## src/rtl/input_conditioner.sv

```systemverilog
// Synchronise, debounce and edge-detect the raw update button and value switch.
// Define VALUE_LATCH_EN to hold value_clean steady between update steps.
module input_conditioner #(
    parameter int DEBOUNCE_CYCLES = 16,
    parameter int CNT_WIDTH       = 16
) (
    input  logic clk,
    input  logic reset,
    input  logic update_raw,
    input  logic value_raw,
    output logic update_clean,
    output logic update_pulse,
    output logic value_clean
);

    // Bit 1 of the state encoding is the clean level of the channel.
    localparam logic [1:0] STABLE_LOW  = 2'b00;
    localparam logic [1:0] PEND_HIGH   = 2'b01;
    localparam logic [1:0] PEND_LOW    = 2'b10;
    localparam logic [1:0] STABLE_HIGH = 2'b11;

    localparam logic [CNT_WIDTH-1:0] CNT_MAX = CNT_WIDTH'(DEBOUNCE_CYCLES - 1);
    localparam logic [CNT_WIDTH-1:0] CNT_ONE = CNT_WIDTH'(1);

    logic [1:0]           sync1_q;
    logic [1:0]           sync2_q;
    logic [1:0]           state_q [2];
    logic [1:0]           state_d [2];
    logic [CNT_WIDTH-1:0] cnt_q   [2];
    logic [CNT_WIDTH-1:0] cnt_d   [2];
    logic                 pulse_q;
    logic                 pulse_d;

    always_ff @(posedge clk) begin
        if (reset) begin
            sync1_q <= 2'b00;
            sync2_q <= 2'b00;
        end else begin
            sync1_q <= {value_raw, update_raw};
            sync2_q <= sync1_q;
        end
    end

    // Channel 0 is update, channel 1 is value; both share the same rules.
    always_comb begin
        for (int ch = 0; ch < 2; ch++) begin
            state_d[ch] = state_q[ch];
            cnt_d[ch]   = '0;
            unique case (state_q[ch])
                STABLE_LOW: begin
                    if (sync2_q[ch]) begin
                        if (DEBOUNCE_CYCLES == 1) begin
                            state_d[ch] = STABLE_HIGH;
                        end else begin
                            state_d[ch] = PEND_HIGH;
                            cnt_d[ch]   = CNT_ONE;
                        end
                    end
                end
                PEND_HIGH: begin
                    if (!sync2_q[ch]) begin
                        state_d[ch] = STABLE_LOW;
                    end else if (cnt_q[ch] == CNT_MAX) begin
                        state_d[ch] = STABLE_HIGH;
                    end else begin
                        cnt_d[ch] = cnt_q[ch] + CNT_ONE;
                    end
                end
                STABLE_HIGH: begin
                    if (!sync2_q[ch]) begin
                        if (DEBOUNCE_CYCLES == 1) begin
                            state_d[ch] = STABLE_LOW;
                        end else begin
                            state_d[ch] = PEND_LOW;
                            cnt_d[ch]   = CNT_ONE;
                        end
                    end
                end
                PEND_LOW: begin
                    if (sync2_q[ch]) begin
                        state_d[ch] = STABLE_HIGH;
                    end else if (cnt_q[ch] == CNT_MAX) begin
                        state_d[ch] = STABLE_LOW;
                    end else begin
                        cnt_d[ch] = cnt_q[ch] + CNT_ONE;
                    end
                end
            endcase
        end
    end

    assign pulse_d = ~state_q[0][1] & state_d[0][1];

    always_ff @(posedge clk) begin
        if (reset) begin
            for (int ch = 0; ch < 2; ch++) begin
                state_q[ch] <= STABLE_LOW;
                cnt_q[ch]   <= '0;
            end
            pulse_q <= 1'b0;
        end else begin
            for (int ch = 0; ch < 2; ch++) begin
                state_q[ch] <= state_d[ch];
                cnt_q[ch]   <= cnt_d[ch];
            end
            pulse_q <= pulse_d;
        end
    end

    assign update_clean = state_q[0][1];
    assign update_pulse = pulse_q;

`ifdef VALUE_LATCH_EN
    // Sample the value level being committed on the same edge as the pulse.
    logic value_q;

    always_ff @(posedge clk) begin
        if (reset) begin
            value_q <= 1'b0;
        end else if (pulse_d) begin
            value_q <= state_d[1][1];
        end
    end

    assign value_clean = value_q;
`else
    assign value_clean = state_q[1][1];
`endif

endmodule

```

## config.mk

```make
export PLATFORM = sky130hd
export DESIGN_NAME = input_conditioner
export DESIGN_NICKNAME = d
export VERILOG_FILES = /design/src/rtl/input_conditioner.sv
export SDC_FILE = /design/constraint.sdc
export NUM_CORES = 1
export LEC_CHECK = 0
export CORE_MARGIN = 2
export CORE_UTILIZATION = 55
export CTS_BUF_LIST = sky130_fd_sc_hd__clkbuf_16
export CTS_CLUSTER_SIZE = 30
export DETAILED_ROUTE_END_ITERATION = 16
export PLACE_DENSITY = 0.74
export REMOVE_ABC_BUFFERS = 1
export SLEW_MARGIN = 20
export SYNTH_ARGS = -nofsm -noshare
export SYNTH_HDL_FRONTEND = slang
export SYNTH_SLANG_ARGS = --single-unit
```

## constraint.sdc

```tcl
create_clock -name clk -period 2.9 [get_ports clk]
set_clock_uncertainty 0.15 [all_clocks]
set_input_delay 0.29 -clock clk [delete_from_list [all_inputs] [get_ports clk]]
set_output_delay 0.29 -clock clk [all_outputs]
set_load 0.02 [all_outputs]
```

==> impl_metrics.json <==
{
  "outcome": "complete, no violations",
  "fin_nets": 230,
  "p_sw_uw": 247.1,
  "synthAdderAreaFrac_pct": 3.997,
  "dr_wl_met2_um": 1581,
  "seq_area_sq_um": 820.8,
  "cts_inserted_buffers": 5,
  "cp-start-kind": "flip-flop",
  "synth_top_area_cell": "dfxtp_1",
  "yosys.area.top_type_share_pct": 43.70,
  "critical_path_class": "flip-flop to flip-flop",
  "synthFlopType": "dfxtp_1",
  "crit_required_ns": 2.95,
  "drv_cap": 0,
  "met1Wirelength_um": 1521,
  "grt_max_degree": 16,
  "netlist_area_sq_um": 1878,
  "synth_xor_area_share_pct": 10.26,
  "hold_path.class": "flip-flop to flip-flop",
  "ant_nets": 0,
  "synthMuxAreaShare_pct": 1.666,
  "rows": 21,
  "slew_headroom_pct": 63.06,
  "drive_gt1_share_pct": 5.882,
  "clkTransAtPathRegs_ns": 0.06,
  "timing.rr.start": "cnt_q[0][26]$_SDFF_PP0_",
  "rsz0062_at_grt": "false",
  "vias": 1515,
  "htree_levels": 2,
  "hold_buffers": 0,
  "ir_drop_v": 0.0003724,
  "tritoncts": "built",
  "grt_use_total_pct": 19.80,
  "die_area_sq_um": 3898,
  "powerDensity_nw_per_um2": 547.3,
  "syn_avg_cell_area_sq_um": 8.943,
  "setup_viol": 0,
  "p_int_uw": 912.3,
  "wirelength_um": 3390,
  "port_buffers": 6,
  "netlist-cell-type-count": 37,
  "fin_crit_ns": 2.353,
  "crit_start": "cnt_q[0][26]$_SDFF_PP0_",
  "seqPwrFrac_pct": 50.2,
  "finalPower_uw": 1159,
  "fp.coreArea_sq_um": 3311,
  "via_per_inst": 5.674,
  "diodes": 0,
  "cts_buffer_depth": 2,
  "drtPass1Iterations": 5,
  "cts_resized": 0,
  "async_flop_share_pct": 0,
  "post-cts-setup-buffers": 0,
  "place.gp.congestion": 0.8985,
  "swShare_pct": 21.31,
  "endpoint_kind": "flip-flop",
  "antenna_found_initial": 0,
  "ios": 7,
  "min_from": "sync1_q[1]$_SDFF_PP0_",
  "die_x_um": 62.44,
  "wl_per_cell_um": 12.70,
  "overflow": 0,
  "synth_top_family_by_area": "simple AND/OR/NAND/NOR gates",
  "fillCellCount": 291,
  "met3_wirelength_um": 163,
  "clockRootBuffer": "clkbuf_16",
  "drc": 0,
  "die_h_um": 62.44,
  "hpwl_um": 2343,
  "grt_pass1_wl_um": 6044,
  "yosysMostFrequentCell": "dfxtp_1",
  "synth_common_cells": "41 x dfxtp_1, 26 x nor2_1, 14 x nand2_1, 14 x xnor2_1, 10 x nand4_1",
  "ys_ff_latch": 41,
  "yosysWarnings": 0,
  "synth_compound_gate_area_share_pct": 7.528,
  "start_util_pct": 56.73,
  "highest_layer": "met4",
  "max_freq_ghz": 0.4251,
  "syn_inst": 210,
  "dr.first_iter.drc_count": 84,
  "yosysSeqAreaShare_pct": 43.70,
  "path_max_fanout": 6,
  "fin_tns_setup_ns": 0,
  "fin_crit_sh_pct": 81.12,
  "slew_viol_final": 0,
  "clkPwrFrac_pct": 45.1,
  "synth_edf_count": 0,
  "netlist_top_cells_area": "dfxtp_1 44%, xnor2_1 6.5%, nor2_1 5.2%, ha_1 4.0%, xor2_1 3.7%",
  "area_growth_pct": 12.79,
  "multi_input_area_sq_um": 1011,
  "worst_pin_slew_ns": 0.5525,
  "final-hold-violation-count": 0,
  "p_leak_uw": 0.0006780,
  "grt_pass1_vias": 1467,
  "clock_latency_ns": 0.28,
  "yosys.area_share.simple_pct": 30.38,
  "clock_sink_count": 41,
  "pwr-share-comb_pct": 4.7,
  "arrival_ns": 2.40
}
==> power groups by stage <==
| stage | Sequential (uW) | Clock (uW) | Combinational, uW |
|---|---|---|---|
| CTS | 582 | 531 | 54.9 |
| floorplan | 592 | 0 | 40.8 |
| detailed placement | 594 | 0 | 53.2 |
| global route | 584 | 555 | 64.4 |
| finish | 582 | 523 | 54.7 |
| global placement | 593 | 0 | 51.4 |
==> final timing paths <==
kind | endpoint | slack, ns | cells past startpoint
setup / recovery | state_q[0][3]$_SDFFE_PP0P_ | 0.55 | 4
hold / removal | sync2_q[1]$_SDFF_PP0_ | 0.30 | 1
hold reg to reg | sync2_q[1]$_SDFF_PP0_ | 0.30 | 1
setup reg to reg | state_q[0][3]$_SDFFE_PP0P_ | 0.55 | 4
==> final cells by class <==
type	instances	share of cell area, %
multi-input cells	158	47.73
flip-flops and latches	41	38.75
clock buffers	5	5.907
repair buffers	6	2.835
well taps	46	2.717
inverters	8	1.418
clock inverters	3	0.6497
==> cells by family (layout without fill, tap and decap cells) <==
family | after synthesis | after routing
fa+ha+maj | 6 | 6
simple gates | 104 | 104
xor+xnor | 22 | 22
flops | 41 | 41
buf+inv | 11 | 22
mux | 3 | 3
compound gates | 23 | 23
==> placed cells by master, fill, tap and decap left out <==
cell type / n
dfxtp_1: 41
nor2_1: 26
nand2_1: 14
xnor2_1: 14
nand4_1: 10
inv_1: 9
o21ai_0: 8
a21oi_1: 8
xor2_1: 8
nor2b_1: 7
nor4_1: 7
nand3_1: 7
ha_1: 6
clkdlybuf4s50_1: 6
clkbuf_16: 5
nand2b_1: 4
or4_1: 4
and4_1: 4
or3_1: 4
nor3_1: 4
and3_1: 3
or4_4: 2
mux2i_1: 2
and2_1: 2
nand3b_1: 2
o31ai_1: 2
clkinv_2: 2
or2_2: 1
a31oi_1: 1
or2b_1: 1
mux2_2: 1
a221oi_2: 1
a221oi_1: 1
or3b_2: 1
a21o_1: 1
a41oi_1: 1
nor4b_1: 1
==> metrics by stage <==
step	setup WS [ns]	std cells	util (%)	hold WS [ns]	cell area [sq um]
5_1_grt	0.4870	267	63.98	0.3207	2118
6_report	0.5474	267	63.98	0.3004	2118
3_3_place_gp	0.6458	259	59.79	0.2703	1979
2_1_floorplan	0.7739	207	-	0.2091	1862
3_5_place_dp	0.5581	259	59.79	0.2918	1979
4_1_cts	0.5533	267	63.98	0.3055	2118
==> per-layer routing <==
| layer | vias to the layer above | GRT usage (%) |
|---|---|---|
| met4 | 0 | 13.89 |
| met2 | 44 | 31.85 |
| met3 | 12 | 6.306 |
| met5 | - | 0 |
| li1 | 762 | - |
| met1 | 697 | 22.20 |
==> flip-flops by register name, indices dropped and copies added (netlist names) <==
signal and cells:
cnt_q 32, state_q 4, sync1_q 2, sync2_q 2, update_pulse 1
==> critical path, cell delays in order (launching register included) <==
cell and delay [ns]:
dfxtp_1 0.36, or4_1 0.54, or4_4 0.58, a221oi_2 0.37, mux2i_1 0.26
Note: power is estimated with default switching activity, not from simulation.
